[config.mk]
export PLATFORM = sky130hd
export DESIGN_NAME = bcd_stopwatch_timer
export DESIGN_NICKNAME = d
export VERILOG_FILES = /design/src/rtl/bcd_stopwatch_timer.sv
export SDC_FILE = /design/constraint.sdc
export NUM_CORES = 1
export LEC_CHECK = 0
export BUFFER_PORTS_ARGS = -buffer_cell sky130_fd_sc_hd__buf_2
export CELL_PAD_IN_SITES_DETAIL_PLACEMENT = 1
export CELL_PAD_IN_SITES_GLOBAL_PLACEMENT = 1
export CORE_MARGIN = 5
export CORE_UTILIZATION = 50
export CTS_CLUSTER_SIZE = 28
export DETAILED_ROUTE_END_ITERATION = 10
export PLACE_DENSITY = 0.84
export SYNTH_ARGS = -nofsm -noshare
export SYNTH_HDL_FRONTEND = slang
export SYNTH_SLANG_ARGS = --single-unit
[constraint.sdc]
create_clock -name CLOCK_50 -period 4.37 [get_ports CLOCK_50]
set_clock_uncertainty 0.05 [all_clocks]
set_input_delay 0.874 -clock CLOCK_50 [delete_from_list [all_inputs] [get_ports CLOCK_50]]
set_output_delay 0.874 -clock CLOCK_50 [all_outputs]
set_load 0.01 [all_outputs]
[src/rtl/bcd_stopwatch_timer.sv]
// bcd_stopwatch_timer: BCD stopwatch/countdown with release-edge keys, lap freeze and multiplexed digit scan
// Optional build macro LEADING_ZERO_BLANK_EN blanks leading zero digits (above position 0) on scan_digit.
module bcd_stopwatch_timer #(
    parameter int CLK_HZ     = 50000000,
    parameter int TICK_HZ    = 10,
    parameter int NUM_DIGITS = 4,
    parameter int SCAN_HZ    = 1000
) (
    input  logic                    CLOCK_50,
    input  logic                    RESET_N,
    input  logic                    KEY_START_N,
    input  logic                    KEY_CLEAR_N,
    input  logic                    KEY_LAP_N,
    input  logic                    MODE_DOWN,
    input  logic [4*NUM_DIGITS-1:0] PRESET,
    output logic [4*NUM_DIGITS-1:0] digits_out,
    output logic [3:0]              scan_digit,
    output logic [NUM_DIGITS-1:0]   scan_pos,
    output logic                    running,
    output logic                    lap_active,
    output logic                    done
);
    localparam int W        = 4 * NUM_DIGITS;
    localparam int TICK_DIV = CLK_HZ / TICK_HZ;
    localparam int SCAN_DIV = CLK_HZ / SCAN_HZ;
    localparam int PW       = $clog2(TICK_DIV);
    localparam int SW       = SCAN_DIV > 1 ? $clog2(SCAN_DIV) : 1;
    localparam int IW       = NUM_DIGITS > 1 ? $clog2(NUM_DIGITS) : 1;

    typedef enum logic [1:0] {IDLE, RUN, PAUSED, DONE} state_t;

    state_t        state, start_next;
    logic [2:0]    key_s1, key_s2, key_q, key_rel;
    logic [W-1:0]  count, snap, count_inc, count_dec, preset_clamped;
    logic [PW-1:0] pre;
    logic [SW-1:0] scan_cnt;
    logic [IW-1:0] scan_idx, scan_idx_next;
    logic [3:0]    scan_nibble;
    logic          mode_q, tick, carry, borrow, scan_wrap;

    // Keys idle high, so synchronizers reset to 1 to avoid a phantom release after reset
    assign key_rel    = key_s2 & ~key_q;
    assign tick       = state == RUN && pre == PW'(TICK_DIV - 1);
    assign digits_out = lap_active ? snap : count;
    assign scan_pos   = NUM_DIGITS'(1) << scan_idx;
    assign scan_wrap  = scan_cnt == SW'(SCAN_DIV - 1);

    always_comb begin
        count_inc      = count;
        count_dec      = count;
        preset_clamped = PRESET;
        carry          = 1'b1;
        borrow         = 1'b1;
        for (int i = 0; i < NUM_DIGITS; i++) begin
            count_inc[4*i+:4]      = carry ? (count[4*i+:4] == 4'd9 ? 4'd0 : count[4*i+:4] + 4'd1) : count[4*i+:4];
            count_dec[4*i+:4]      = borrow ? (count[4*i+:4] == 4'd0 ? 4'd9 : count[4*i+:4] - 4'd1) : count[4*i+:4];
            preset_clamped[4*i+:4] = PRESET[4*i+:4] > 4'd9 ? 4'd9 : PRESET[4*i+:4];
            carry                  = carry & (count[4*i+:4] == 4'd9);
            borrow                 = borrow & (count[4*i+:4] == 4'd0);
        end
    end

    always_comb begin
        start_next = state == IDLE   ? ((mode_q && count == '0) ? IDLE : RUN) :
                     state == RUN    ? PAUSED :
                     state == PAUSED ? RUN : state;
    end

    always_ff @(posedge CLOCK_50 or negedge RESET_N) begin
        if (!RESET_N) begin
            key_s1     <= '1;
            key_s2     <= '1;
            key_q      <= '1;
            state      <= IDLE;
            count      <= '0;
            snap       <= '0;
            pre        <= '0;
            mode_q     <= 1'b0;
            running    <= 1'b0;
            lap_active <= 1'b0;
            done       <= 1'b0;
        end else begin
            key_s1 <= {KEY_LAP_N, KEY_CLEAR_N, KEY_START_N};
            key_s2 <= key_s1;
            key_q  <= key_s2;
            if (key_rel[1]) begin
                state      <= IDLE;
                running    <= 1'b0;
                pre        <= '0;
                lap_active <= 1'b0;
                done       <= 1'b0;
                mode_q     <= MODE_DOWN;
                count      <= MODE_DOWN ? preset_clamped : '0;
            end else begin
                if (state == RUN) pre <= tick ? '0 : pre + 1'b1;
                if (tick) count <= mode_q ? count_dec : count_inc;
                if (tick && mode_q && count_dec == '0) begin
                    state      <= DONE;
                    running    <= 1'b0;
                    done       <= 1'b1;
                    lap_active <= 1'b0;
                end else if (key_rel[0]) begin
                    state   <= start_next;
                    running <= start_next == RUN;
                end else if (key_rel[2] && (state == RUN || state == PAUSED)) begin
                    lap_active <= ~lap_active;
                    if (!lap_active) snap <= count;
                end
            end
        end
    end

    always_comb begin
        scan_idx_next = scan_wrap ? (scan_idx == IW'(NUM_DIGITS - 1) ? '0 : scan_idx + 1'b1) : scan_idx;
        scan_nibble   = digits_out[4*scan_idx_next+:4];
`ifdef LEADING_ZERO_BLANK_EN
        if (scan_idx_next != '0 && (digits_out >> (4 * scan_idx_next)) == '0) scan_nibble = 4'hF;
`endif
    end

    // scan_digit is fetched for the index being entered so it lines up with scan_pos
    always_ff @(posedge CLOCK_50 or negedge RESET_N) begin
        if (!RESET_N) begin
            scan_cnt   <= '0;
            scan_idx   <= '0;
            scan_digit <= '0;
        end else begin
            scan_cnt   <= scan_wrap ? '0 : scan_cnt + 1'b1;
            scan_idx   <= scan_idx_next;
            scan_digit <= scan_nibble;
        end
    end
endmodule

==> run metrics, run 1 <==
Clk Latency, worst-skew pair 380 ps; crit start category flop; CTS tree done; Num CTS Buffers 9; Post-CTS Setup Repair Bufs 0; outcome completed; most frequent cells in the layout dfrtp_1 (83), nor2_1 (53), nand2_1 (49), buf_2 (47), o21ai_0 (33); Fmax 341 MHz; CP max stage cell nor3_4; number of global-route vias before repair 4,538; Cells after Synth 548; Final Hold Viols 0; hold_buf cts 0; power per cell area 427 nW/µm²; Port Buffers 48; Post-Layout Cell Count 721; post-layout min period 2930 ps; H-tree lvl count 3; Top-Level Pins 49; clk buf depth 2; crit path kind flop to flop; FFs w/ async S/R, synth 1.00; CTS root buf clkbuf_8; RD Place Congestion 0.834; Leak 2.60 nW; routed len/inst 19.1 µm; initial core utilization 0.512; Site Rows 37; layout cells sized above 1 0.202; Die Height 113 µm; post-cts resize count 0; Cells after DPL 705; CP required 4580 ps; first-pass GRT wire length 23.2 mm; Tot Pwr 0.00246 W; crit path buf inv count 0; Avg Synthesized Cell Area 9.64 µm²; Remaining DRCs 0; final slew viol count 0; hpwl dp 9.98 mm; layout net count 611; TritonRoute pass-1 iters 4; MaxCap Viol Count 0; # fillers 1,200; Max Fanout on Critical Path 18; Max stage delay on crit path 780 ps; largest net degree at the start of global routing 73; die area 12,700 µm²; commonest non-fill, non-tap cell in the layout dfrtp_1; Netlist cell types 67; clock sinks 92; synthesized net count 579; global route overflow 0; number of flops mapped to enable cells by yosys 0; routed vias 4,296; RSZ-0062 raised after global routing no; Worst setup EP type flop; Hold WC Path Type flop to flop; crit path cell chain nor4_1 > nand3b_1 > xnor2_1 > o2111a_2 > nor3_4 > mux2_2; WL final 13.7 mm; # diodes 0; CP arrival 3140 ps; post-route ant nets 0; Max VDD drop 0.237 mV; antenna violations before repair 0; Initial DRC Count 252; Slew Limit Headroom 0.336; CP top delay family simple AND/OR/NAND/NOR gates; Layout area overhead 9.10%; vias per inst 5.96; crit share post-route 0.671; total track usage 0.225; Cell Area, Synth 5280 µm²; Yosys reg bits 92; Yosys warnings 0; # setup viols final 0; clock-pin slew on the worst setup and hold paths 90 ps; Core Area 10,300 µm²; Top FF cell, synth dfrtp_1; setup tns final 0 ps; chip width 113 µm; Worst-Margin Slew 987 ps; Seq/Total Area, Yosys 0.438
==> kinds of logic (layout without fill, tap and decap cells) <==
group,Yosys count,count (layout),share of synthesized area
compound gates,104,104,0.127
xor+xnor,36,36,0.0597
fa+ha+maj,9,9,0.0213
buf+inv,46,83,0.0381
flops,92,92,0.438
mux,44,44,0.0981
simple gates,217,217,0.218
==> state kept, by name, summed over array words and instances, names as in the netlist <==
signal and cells:
count 16, key_s2 3, key_q 3, key_s1 3
done 1, snap 16, running 1, pre 23
scan_digit 4, scan_cnt 16, scan_idx 2, state 2
mode_q 1, lap_active 1
==> cell type report <==
class	count	area, µm²	share of cell area
Tap cell	136	170	0.0295
Clock inverter	7	66.3	0.0115
Multi-Input combinational cell	410	2770	0.480
Inverter	17	63.8	0.0111
Clock buffer	9	124	0.0215
Timing Repair Buffer	50	258	0.0447
Sequential cell	92	2310	0.402
==> per-stage QoR <==
step | util | area [µm²] | hold WS [ps] | setup slack [ps]
detailed placement | 0.540 | 5570 | 297 | 1420
floorplan | - | 5280 | 295 | 2100
global route | 0.558 | 5760 | 319 | 1220
global placement | 0.540 | 5570 | 297 | 1560
CTS | 0.558 | 5760 | 313 | 1420
finish | 0.558 | 5760 | 317 | 1440
==> synthesized netlist by cell type (all sizes together) (5+ instances only) <==
master  number  area (µm²)
nand2       49         184
nor4        10        77.6
o21ai       35         186
and3        12        75.1
mux2i       15         154
nor2        53         199
a21oi       23         115
nand2b      12        75.1
mux2        29         364
nor3        18         113
ha           9         113
nand4        7        43.8
clkbuf      24         100
dfstp        9         236
o21a         6        45.0
a211oi       5        37.5
nor2b        8        50.1
a31oi        5        31.3
xnor2       13         114
buf          5        37.5
inv         17        63.8
nand3       20         105
dfrtp       83        2080
xor2        23         201
==> layer usage <==
metal | wire length (µm) | GRT usage
met5 | 0 | 0
met4 | 229 | 0.0777
met3 | 602 | 0.0401
met2 | 6630 | 0.361
met1 | 6280 | 0.309
==> where the power goes <==
part	internal (W)	leakage (nW)	switching [W]	total (W)
Combinational	0.000326	1.33	0.000364	0.000689
Clock	0.000262	0.0992	0.000316	0.000579
Sequential	0.000989	1.18	0.000202	0.00119
Total	0.00158	2.60	0.000881	0.00246
==> path summary, 6_finish.rpt <==
| check | start | end | slack, ps | cells past startpoint |
|---|---|---|---|---|
| hold / removal | key_s1[0] | key_s2[0] | 320 | 0 |
| hold reg to reg | key_s1[0] | key_s2[0] | 320 | 0 |
| setup / recovery | count[0] | snap[5] | 1440 | 6 |
| setup reg to reg | count[0] | snap[5] | 1440 | 6 |
| max in group asynchronous | RESET_N | key_s2[1] | 2780 | 2 |
| min in group asynchronous | RESET_N | scan_cnt[12] | 590 | 1 |
(Power assumes the default switching activity.)
==> inputs of run 2 (changes only) <==
--- a/config.mk
+++ b/config.mk
@@ -9,10 +9,10 @@
 export CELL_PAD_IN_SITES_DETAIL_PLACEMENT = 1
 export CELL_PAD_IN_SITES_GLOBAL_PLACEMENT = 1
 export CORE_MARGIN = 5
-export CORE_UTILIZATION = 50
+export CORE_UTILIZATION = 47
 export CTS_CLUSTER_SIZE = 28
 export DETAILED_ROUTE_END_ITERATION = 10
-export PLACE_DENSITY = 0.84
+export PLACE_DENSITY = 0.8
 export SYNTH_ARGS = -nofsm -noshare
 export SYNTH_HDL_FRONTEND = slang
 export SYNTH_SLANG_ARGS = --single-unit
==> constraint.sdc (replaced) <==
create_clock -name CLOCK_50 -period 2.7 [get_ports CLOCK_50]
set_clock_uncertainty 0.05 [all_clocks]
set_input_delay 0.54 -clock CLOCK_50 [delete_from_list [all_inputs] [get_ports CLOCK_50]]
set_output_delay 0.54 -clock CLOCK_50 [all_outputs]
set_load 0.01 [all_outputs]
==> run metrics, run 2 (synthesis results as in run 1) <==
Layout area overhead 15.8%; total track usage 0.231 (+0.00589); outcome completed; area of the multi-input gates 2770 µm² (unchanged); # setup viols final 0 (unchanged); layout cells sized above 1 0.233 (+0.0315); Post-CTS Setup Repair Bufs 0 (unchanged); sw frac 0.334 (-0.0241); commonest non-fill, non-tap cell in the layout dfrtp_1; sequential share of power 0.401 (-0.083); routed len/inst 19.3 µm (+1.2%); CP arrival 2670 ps (-470 ps); Comb power frac 0.291 (+0.011); chip width 116 µm (+2.9%); antenna violations before repair 0 (unchanged); layout net count 635 (+3.9%); H-tree lvl count 3 (unchanged); Initial DRC Count 306 (+21%); Max stage delay on crit path 680 ps (-100 ps); net load switching power 0.00152 W (+72%); area occupied by registers 2310 µm² (unchanged); CP max stage cell or4_1; clk buf depth 2 (unchanged); WL final 14.5 mm (+5.2%); Port Buffers 48 (unchanged); Largest Register pre; MaxCap Viol Count 0 (unchanged); first-pass GRT wire length 24.4 mm (+4.9%); Max VDD drop 0.421 mV (+77%); Worst-Margin Slew 587 ps (-401 ps); crit start category flop; Max Fanout on Critical Path 8 (-10); Worst setup EP type flop; initial core utilization 0.483 (-0.0286); post-cts resize count 0 (unchanged); vias per inst 5.87 (-1.4%); CTS root buf clkbuf_16; # diodes 0 (unchanged); Fmax 401 MHz (+18%); power share of the clock group 0.307 (+0.072); setup ws final 209 ps (-1230 ps); Hold WC Path Type input port to async pin; post-route ant nets 0 (unchanged); most frequent cells in the layout dfrtp_1 (83), nor2_1 (53), nand2_1 (49), buf_2 (47), o21ai_0 (33); crit path kind flop to flop; CP required 2870 ps (-1710 ps); Hold WS 33.4 ps (-283 ps); Remaining DRCs 0 (unchanged); Cells after DPL 733 (+4.0%); RD Place Congestion 0.873 (+4.7%); crit path cell chain ha_1 > and3_1 > nand3_2 > or4_1 > o21a_1 > a311oi_1 > a22oi_1; clock-pin slew on the worst setup and hold paths 70 ps (-20 ps); number of global-route vias before repair 4,691 (+3.4%); setup tns final 0 ps (unchanged); largest net degree at the start of global routing 45 (-38%); final slew viol count 0 (unchanged); hold_buf cts 0 (unchanged); TritonRoute pass-1 iters 4 (unchanged); RSZ-0062 raised after global routing no; Clk Latency, worst-skew pair 360 ps (-20 ps); die area 13,500 µm² (+5.8%); # fillers 1,268 (+5.7%); CTS tree done; routed vias 4,400 (+2.4%); Slew Limit Headroom 0.606 (+0.270); Core Area 10,900 µm² (+5.9%); global route overflow 0 (unchanged); Reg2Reg Depth 7 (+1); hpwl dp 10.4 mm (+4.4%); Leak 2.80 nW (+7.4%); Top-Level Pins 49 (unchanged); post-layout min period 2490 ps (-440 ps); clock sinks 92 (unchanged); Site Rows 38 (+2.7%); number of flip-flops in the largest register 23 (unchanged); pre-CTS WS 228 ps (-1200 ps); Die Height 116 µm (+2.9%); Num CTS Buffers 9 (unchanged); power per cell area 741 nW/µm² (+74%); final core occ 0.559 (+0.00138); internal power 0.00302 W (+91%); crit share post-route 0.923 (+0.252); Post-Layout Cell Count 749 (+3.9%); Final Hold Viols 0 (unchanged)
-- run 2: cell types whose count changed in the layout (fill, tap and decap cells not counted) --
cell	previous run	this run
clkbuf_16	0	9
clkbuf_8	9	0
clkinv_4	0	1
clkinv_2	4	2
buf_4	3	24
buf_12	0	3
bufinv_16	1	2
clkinvlp_4	1	0
inv_8	0	1
-- run 2: final cells by class --
type,instances,share of cell area
multi-input cells,410,0.452
flip-flops and latches,92,0.378
repair buffers,74,0.0777
clock buffers,9,0.0368
well taps,140,0.0286
clock inverters,7,0.0162
inverters,17,0.0104
-- run 2: metal layers --
metal	share of wire	wire length, µm	track usage
met3	0.047	678	0.0423
met4	0.012	167	0.0650
met5	0	0	0
met2	0.49	7040	0.381
met1	0.45	6570	0.314
-- run 2: final timing paths --
check                                 start           end  slack (ps)
worst min register to register    key_s1[2]     key_s2[2]         300
worst max-delay path                 pre[0]     count[14]         210
worst min-delay path                RESET_N  scan_cnt[12]          30
worst max register to register       pre[0]     count[14]         210
max in group asynchronous           RESET_N     key_s1[1]        1870
min in group CLOCK_50           KEY_CLEAR_N     key_s1[1]         230
-- run 2: critical path: cells and delay by family (launching register included) --
kind                     cells  cell delay [ps]
AND/OR/NAND/NOR              3             1030
AO/OA/AOI/OAI                3              740
flip-flops                   1              380
adder cells (fa/ha/maj)      1              170
-- run 2: power groups by stage --
stage          Combinational [W]  Clock, W  Sequential, W
2_1_floorplan           0.000901         0        0.00175
3_3_place_gp             0.00124         0        0.00181
3_5_place_dp             0.00130         0        0.00184
4_1_cts                  0.00132   0.00143        0.00182
5_1_grt                  0.00144   0.00150        0.00185
6_report                 0.00132   0.00139        0.00182
-- run 2: metrics by stage --
step | total power [W] | cell area (µm²)
after global routing | 0.00479 | 6120
after floorplan | 0.00265 | 5280
after CTS | 0.00457 | 6120
after detailed placement | 0.00314 | 5790
after global placement | 0.00306 | 5790
final | 0.00454 | 6120
==> inputs of run 3 (changes only) <==
--- a/config.mk
+++ b/config.mk
@@ -8,7 +8,7 @@
 export BUFFER_PORTS_ARGS = -buffer_cell sky130_fd_sc_hd__buf_2
 export CELL_PAD_IN_SITES_DETAIL_PLACEMENT = 1
 export CELL_PAD_IN_SITES_GLOBAL_PLACEMENT = 1
-export CORE_MARGIN = 5
+export CORE_ASPECT_RATIO = 1.1
 export CORE_UTILIZATION = 47
 export CTS_CLUSTER_SIZE = 28
 export DETAILED_ROUTE_END_ITERATION = 10
==> run metrics, run 3 (synthesis results as in run 1) <==
first-pass GRT wire length 24.9 mm (+2.3%); largest net degree at the start of global routing 48 (+6.7%); area occupied by registers 2310 µm² (unchanged); r2r endpoint count[14]; commonest non-fill, non-tap cell in the layout dfrtp_1; Hold WC Path Type input port to async pin; Layout area overhead 15.8% (unchanged); total track usage 0.282 (+0.0509); MaxCap Viol Count 0 (unchanged); global route overflow 0 (unchanged); CP required 2870 ps (about the same); Hold WS 144 ps (+110 ps); hpwl dp 10.6 mm (+1.3%); Final Hold Viols 0 (unchanged); most frequent cells in the layout dfrtp_1 (83), nor2_1 (53), nand2_1 (49), buf_2 (47), o21ai_0 (33); final slew viol count 0 (unchanged); R2R Setup Slk 270 ps (+60 ps); layout cells sized above 1 0.234 (+0.000384); Max VDD drop 0.314 mV (-25%); post-layout min period 2430 ps (-58.8 ps); Site Rows 40 (+5.3%); Remaining DRCs 0 (unchanged); post-cts resize count 0 (unchanged); outcome completed; crit share post-route 0.901 (-0.0218); # setup viols final 0 (unchanged); # diodes 0 (unchanged); Num CTS Buffers 9 (unchanged); Max stage delay on crit path 640 ps (-40 ps); setup tns final 0 ps (unchanged); Worst setup EP type flop; RR Startpoint pre[0]; Post-CTS Setup Repair Bufs 0 (unchanged); pre-CTS WS 159 ps (-68.7 ps); number of flip-flops in the largest register 23 (unchanged); DP Area 5800 µm² (about the same); chip width 103 µm (-11%); hold_buf cts 0 (unchanged); Fmax 411 MHz (+2.4%); RD Place Congestion 0.870 (-0.30%); crit path cell chain ha_1 > and3_1 > nand3_2 > or4_4 > o21a_1 > a311oi_1 > a22oi_1; post-route ant nets 0 (unchanged); Worst-Margin Slew 607 ps (+20.7 ps); Die Height 113 µm (-2.4%); TritonRoute pass-1 iters 6 (+2); Slew Limit Headroom 0.595 (-0.0108); area of the multi-input gates 2770 µm² (+0.14%); clock-pin slew on the worst setup and hold paths 70 ps (about the same); design area 6120 µm² (unchanged); clock sinks 92 (unchanged); routed len/inst 20.2 µm (+4.5%); crit start category flop; number of global-route vias before repair 4,828 (+2.9%); Max Fanout on Critical Path 8 (unchanged); clk buf depth 2 (unchanged); CP arrival 2600 ps (-70 ps); CTS root buf clkbuf_16; Initial DRC Count 205 (-33%); initial core utilization 0.484 (+0.00111); Clk Latency, worst-skew pair 350 ps (about the same); Port Buffers 48 (unchanged); layout net count 634 (-0.16%); CTS tree done; RSZ-0062 raised after global routing no; antenna violations before repair 0 (unchanged); routed vias 4,494 (+2.1%); setup ws final 267 ps (+58.8 ps); Largest Register pre; H-tree lvl count 3 (unchanged); Top-Level Pins 49 (unchanged); die area 11,700 µm² (-13%); vias per inst 5.95 (+1.3%); CP max stage cell or4_4; Leak 2.79 nW (-0.36%); # fillers 1,285 (+1.3%); WL final 15.2 mm (+5.3%); crit path kind flop to flop; Reg2Reg Depth 7 (unchanged); Core Area 10,900 µm² (-0.23%); power per cell area 740 nW/µm² (-0.23%); final core occ 0.561 (+0.00128)
-- run 3: cell type report --
| cell class | count | share of cell area |
|---|---|---|
| Clock buffer | 11 | 0.0413 |
| Clock inverter | 5 | 0.0108 |
| Inverter | 17 | 0.0104 |
| Multi-Input combinational cell | 410 | 0.453 |
| Sequential cell | 92 | 0.378 |
| Tap cell | 147 | 0.0301 |
| Timing Repair Buffer | 73 | 0.0765 |
-- run 3: power breakdown --
part	internal (W)	switching, W	leakage (nW)
registers	0.00160	0.000208	1.18
clock network	0.000781	0.000587	0.154
logic	0.000600	0.000744	1.46
-- run 3: critical path: cells and delay by family, from the launching register on --
| family | cells | cell delay [ps] |
|---|---|---|
| flops | 1 | 390 |
| compound gates | 3 | 690 |
| fa+ha+maj | 1 | 170 |
| simple gates | 3 | 1010 |
-- run 3: per-stage QoR --
| step | std cells | power, W |
|---|---|---|
| floorplan | 548 | 0.00265 |
| global placement | 739 | 0.00307 |
| detailed placement | 739 | 0.00315 |
| CTS | 755 | 0.00455 |
| global route | 755 | 0.00475 |
| finish | 755 | 0.00453 |
-- run 3: worst max path at each step --
stage / startpoint / to / depth (start not counted)
after global routing: pre[0] / count[14] / 7
after floorplan: count[1] / snap[10] / 7
after detailed placement: pre[0] / count[14] / 7
final: pre[0] / count[14] / 7
after CTS: pre[0] / count[14] / 7
after global placement: pre[0] / count[14] / 7
-- run 3: layer usage --
| metal | vias up | wire length [µm] | global-route usage |
|---|---|---|---|
| met5 | - | 0 | 0 |
| met4 | 0 | 496 | 0.123 |
| met3 | 39 | 748 | 0.0488 |
| met2 | 139 | 7800 | 0.487 |
| met1 | 2262 | 6180 | 0.342 |
| li1 | 2054 | - | - |
